[src/rtl/drum_audio_tap.sv]
// drum_audio_tap: decimates a mesh node's displacement, saturates it to 16-bit audio and streams it through a FWFT FIFO
module drum_audio_tap #(
    parameter int DECIM = 4,
    parameter int FIFO_DEPTH = 8,
    parameter int DROP_W = 8
) (
    input  logic                          clk,
    input  logic                          reset,
    input  logic [17:0]                   u_in,
    input  logic                          u_valid_in,
    input  logic                          enable,
    output logic [15:0]                   audio_data,
    output logic                          audio_valid,
    input  logic                          audio_ready,
    output logic [$clog2(FIFO_DEPTH):0]   fifo_count,
    output logic [DROP_W-1:0]             drop_count,
    output logic                          overflow
);
    localparam int AW = $clog2(FIFO_DEPTH);
    localparam int CW = AW + 1;
    localparam int DW = DECIM > 1 ? $clog2(DECIM) : 1;
    logic [DW-1:0] dcnt;
    logic          capture, conv_vld, pop, full, wr, drop;
    logic [15:0]   conv_data, conv_next;
    logic [15:0]   mem [FIFO_DEPTH];
    logic [AW-1:0] wr_ptr, rd_ptr;
    logic [AW:0]   count;
    always_comb begin
        capture = enable && u_valid_in && dcnt == DW'(DECIM - 1);
        conv_next = u_in[17:16] == 2'b01 ? 16'h7FFF : u_in[17:16] == 2'b10 ? 16'h8000 : u_in[16:1];
        audio_valid = count != '0;
        audio_data = audio_valid ? mem[rd_ptr] : 16'h0000;
        pop = audio_valid && audio_ready;
        full = count == CW'(FIFO_DEPTH);
        wr = conv_vld && (!full || pop);
        drop = conv_vld && full && !pop;
        fifo_count = count;
    end
    always_ff @(posedge clk) begin
        if (reset) begin
            dcnt <= '0;
            conv_vld <= 1'b0;
            conv_data <= 16'h0000;
        end else begin
            dcnt <= !enable ? '0 : capture ? '0 : u_valid_in ? dcnt + 1'b1 : dcnt;
            conv_vld <= capture;
            if (capture) conv_data <= conv_next;
        end
    end
    always_ff @(posedge clk) begin
        if (reset) begin
            wr_ptr <= '0;
            rd_ptr <= '0;
            count <= '0;
            drop_count <= '0;
            overflow <= 1'b0;
        end else begin
            if (wr) wr_ptr <= wr_ptr + 1'b1;
            if (pop) rd_ptr <= rd_ptr + 1'b1;
            count <= count + CW'(wr) - CW'(pop);
            if (drop && !(&drop_count)) drop_count <= drop_count + 1'b1;
            overflow <= overflow | drop;
        end
    end
    always_ff @(posedge clk) begin
        if (wr) mem[wr_ptr] <= conv_data;
    end
endmodule

[config.mk]
export PLATFORM = sky130hd
export DESIGN_NAME = drum_audio_tap
export DESIGN_NICKNAME = d
export VERILOG_FILES = /design/src/rtl/drum_audio_tap.sv
export SDC_FILE = /design/constraint.sdc
export NUM_CORES = 1
export LEC_CHECK = 0
export ABC_CLOCK_PERIOD_IN_PS = 9300
export BUFFER_PORTS_ARGS = -buffer_cell sky130_fd_sc_hd__buf_2
export CORE_MARGIN = 4
export CORE_UTILIZATION = 25
export CTS_CLUSTER_DIAMETER = 30
export DETAILED_ROUTE_END_ITERATION = 8
export SLEW_MARGIN = 20
export SYNTH_ARGS = -nofsm -noshare
export SYNTH_HDL_FRONTEND = slang
export SYNTH_SLANG_ARGS = --single-unit
[constraint.sdc]
create_clock -name clk -period 9.3 [get_ports clk]
set_input_delay 1.86 -clock clk [delete_from_list [all_inputs] [get_ports clk]]
set_output_delay 1.86 -clock clk [all_outputs]
set_load 0.05 [all_outputs]
==> results.txt <==
- The flow ran to the end, and the final reports show no timing, DRC or antenna violations.
- Setup violations remaining at the end of the flow were counted as 0.
- FILL cells: 2606
- Share of Yosys cell area claimed by the top area cell type: 0.576
* Sequential fraction of design power: 0.441
* Data arrival, critical path: approximately 2.4 ns
- Share of layout cells above drive strength 1: 0.273
- Reg-to-reg endpoint: fifo_count[1]
- Before CTS, the worst setup slack after placement is a little over 5 ns.
- IO Count: 53
- Routability Congestion: around 0.77
- The share of total power dissipated in combinational logic is 0.193.
- For this design the ratio of total power to cell area is 239 mW/mm^2.
- Worst Max-Slew Pin Slew: 1.06 ns
- Setup Crit Path Kind: reg -> out
- The number of global-route vias before repair is 3883.
- Area occupied by multi-input gates: 0.00195 mm^2
- Met1 layer wirelength in the final routing: 6130 um
- The final layout contains routed wiring with a total length of 14200 um.
- Post-DR wirelength/cell: 17.3 um
- The path class of the tightest hold or removal check is reg -> reg.
* Terminating pin of the worst hold path: overflow
- Hold violation count in the final report: 0
- The final route contains 3680 vias.
- Cell type with the highest aggregate area in the netlist: edfxtp_1
- Top fanout value on the critical path: 32
* Switching share of total power: 0.292
- Derived from the worst setup path, the maximum achievable clock frequency is 0.232 GHz.
- In the detailed route, the total length drawn on met2 is 7120 um.
* Leakage Power: 2.48 nW
* Violation count after the first detailed-routing iteration: roughly 230
- Adding up every negative setup slack in the final design gives 0 ns.
- Most common library cells after synthesis: edfxtp_1 (128), nor2_1 (47), dfxtp_1 (41)
- Summing every instance area after synthesis gives roughly 0.0067 mm^2.
- The number of hold buffers added after CTS was 0.
- DP Area: 0.00737 mm^2
- For this run, asynchronously set or reset flops after synthesis account for 0.
- Counting flops and latches in the post-synthesis netlist gives 169.
* Floorplan Core Area: 0.0261 mm^2
- The first TritonRoute pass finished after 5 iterations.
- The number of antenna violations at the first check in global routing came to 0.
- Worst hold margin: 0.453 ns
* Remaining max-slew budget at the tightest pin: 0.291
- Inserted Clock Buffers: 17
- Final slew viol count: 0
- The worst register-to-register path has a setup slack of between 6 and 7 ns.
- The clock reaches the later pin of the worst-skew pair after 0.41 ns.
* Antenna Violating Nets Remaining: 0
- The wire-length estimate of the detail-placed layout is between 8000 and 9000 um.
* Clock Path Buffers: 2
- Entering global routing, the biggest net connects 40 pins.
* Resize count post-CTS: 0
- In this run the vertical extent of the chip is between 150 and 200 um.
* Total nets after synthesis: 448
* Count of cells along the worst hold path: 2
- Buffers placed on the I/O ports in this run total 51.
* FF/Latch Area: 0.00467 mm^2
- The net count of the finished layout is 503.
- Net switching power figure: 0.000554 W
- Post-synthesis cell type count: 40
* Number of levels in the clock H-tree: 4
* Highest routed metal layer: met4
* RSZ-0062 raised after global routing: no
- After layout, the worst setup slack is 5.00 ns.
* Avg Vias per Cell: 4.50
* Synth top area cells: edfxtp_1 (58%), dfxtp_1 (12%), mux4_2 (11%), mux2i_1 (3.0%), nor2_1 (2.6%)
* Wire length on met3: 831 um
- Of the available clock period, the critical path in the final layout requires 0.463.
* Nature of the critical path startpoint: flop
- Clk_skew: 0.0104 ns
* Required @ worst endpoint: 7.44 ns
- Cell count after synthesis: around 420
* Relative area change from synthesis to final layout: 19.3%
- Post-synthesis average cell area: 16.1 um^2
- 0 antenna diodes ended up in the layout.
- GR Overflow Total: 0
- Maxcap violations: 0
* First-pass GRT wire length: 22500 um
- Most frequently used cell type in the post-synthesis netlist: edfxtp_1
- In the synthesized netlist the dominant register cell turns out to be edfxtp_1.
- Buffers added to address setup during post-CTS repair amount to 0.
* Detailed-route DRC error count: 0
- Cell-internal power: 0.00135 W
* Clk root buf: clkbuf_16
* Number of warning messages in the yosys log: 0
- Number of flops mapped to enable cells by yosys: 128
* Capturing element type of the critical path: output port
- Summing all non-filler instances in the final layout gives an area of 0.00796 mm^2.
* Pwr Total: between 0.0015 and 0.002 W
* Depth of the worst register-to-register path: 7
- Die span in x: 171 um
* Initial cell density of the core: 0.256
- TritonCTS built the clock tree.
- After clock tree synthesis, the clock-pin slew on the worst setup and hold paths is 0.06 ns.
* Die area: between 0.02 and 0.03 mm^2
- Share of total power in the clock network: 0.365
* Rows: 59
- Overall fraction of global-route tracks in use: 0.103
- Hold_sp: overflow
- Min Clock Period, post-route: 4.30 ns
* CTS sink count: 169
- The share of the Yosys chip area taken by registers is 0.699.
- In this run the critical register-to-register path is launched from fifo_count[1].
- The worst-case IR drop observed on VDD is 127 uV.
[per-layer routing]
metal / global-route usage / up-vias
li1: - / 1711
met1: 0.132 / 1859
met2: 0.170 / 103
met3: 0.0308 / 7
met4: 0.0258 / 0
met5: 0 / -
[flip-flops by register name, indices dropped and copies added, names as in the netlist, named ones only]
register and count:
conv_data 16, conv_vld 1, dcnt 2, drop_count 8, fifo_count 4, mem 128, overflow 1, rd_ptr 3
wr_ptr 3
[placed cells by master (no fill, tap or decap), types with 2 or more instances in the layout]
| cell type | synthesis | layout |
|---|---|---|
| ha_1 | 9 | 9 |
| mux4_2 | 32 | 32 |
| clkinv_4 | 0 | 2 |
| edfxtp_1 | 128 | 128 |
| mux2i_1 | 20 | 20 |
| xor2_1 | 4 | 4 |
| a21oi_1 | 8 | 8 |
| nand2b_1 | 7 | 7 |
| nor4_2 | 1 | 2 |
| inv_1 | 11 | 11 |
| inv_6 | 0 | 3 |
| a211oi_1 | 16 | 16 |
| clkbuf_16 | 0 | 17 |
| clkbuf_1 | 14 | 2 |
| clkinvlp_4 | 0 | 2 |
| buf_4 | 0 | 6 |
| nor3_1 | 23 | 19 |
| nand2_1 | 9 | 9 |
| dfxtp_1 | 41 | 39 |
| buf_2 | 4 | 51 |
| bufinv_16 | 0 | 2 |
| nor3_4 | 0 | 4 |
| nand3_1 | 7 | 7 |
| a31oi_1 | 4 | 4 |
| and3_1 | 3 | 3 |
| clkinv_2 | 0 | 2 |
| dfxtp_2 | 0 | 2 |
| nor2_4 | 0 | 2 |
| nor2b_1 | 4 | 4 |
| or3_1 | 2 | 2 |
| nor2_1 | 47 | 44 |
[through the flow]
step,utilization,cells
detailed placement,0.282,786
global placement,0.282,786
floorplan,-,415
CTS,0.304,818
finish,0.305,818
global route,0.305,818
[worst max path at each step]
stage / depth (start not counted) / slack, ns / end
floorplan: 3 / 4.96 / mem[0][0]
global placement: 9 / 5.20 / fifo_count[3]
detailed placement: 8 / 5.07 / fifo_count[1]
CTS: 5 / 4.92 / audio_data[2]
global route: 5 / 4.83 / audio_data[2]
finish: 5 / 5.00 / audio_data[2]
[power by group through the flow]
stage	registers [W]	clock network [W]	logic (W)
4_1_cts	0.000841	0.000706	0.000380
2_1_floorplan	0.000864	0	0.000275
3_5_place_dp	0.000857	0	0.000379
3_3_place_gp	0.000856	0	0.000371
6_report	0.000839	0.000695	0.000368
5_1_grt	0.000842	0.000748	0.000406
[cell families after synthesis]
group                      Yosys count  share of synthesized area
and+or+nand+nor                    110                     0.0781
xor gates and xnor gates             5                    0.00656
muxes                               53                      0.140
buffers and inverters               32                     0.0199
DFF                                169                      0.699
adders and majority gates           10                     0.0199
AOI/OAI and AO/OA                   36                     0.0375
[cell type report]
class | count | area share
Inverter | 11 | 0.00518
Sequential cell | 169 | 0.586
Tap cell | 335 | 0.0526
Clock inverter | 12 | 0.0176
Timing Repair Buffer | 57 | 0.0377
Multi-Input combinational cell | 214 | 0.245
Clock buffer | 20 | 0.0561
[worst max-delay path, cell delays in order, from the launching register on]
cell and delay, ns:
dfxtp_2 0.31, buf_4 0.51, mux4_2 0.59, mux2i_1 0.29, nor2_1 0.07, buf_2 0.22
Note: power is estimated with default switching activity, not from simulation.
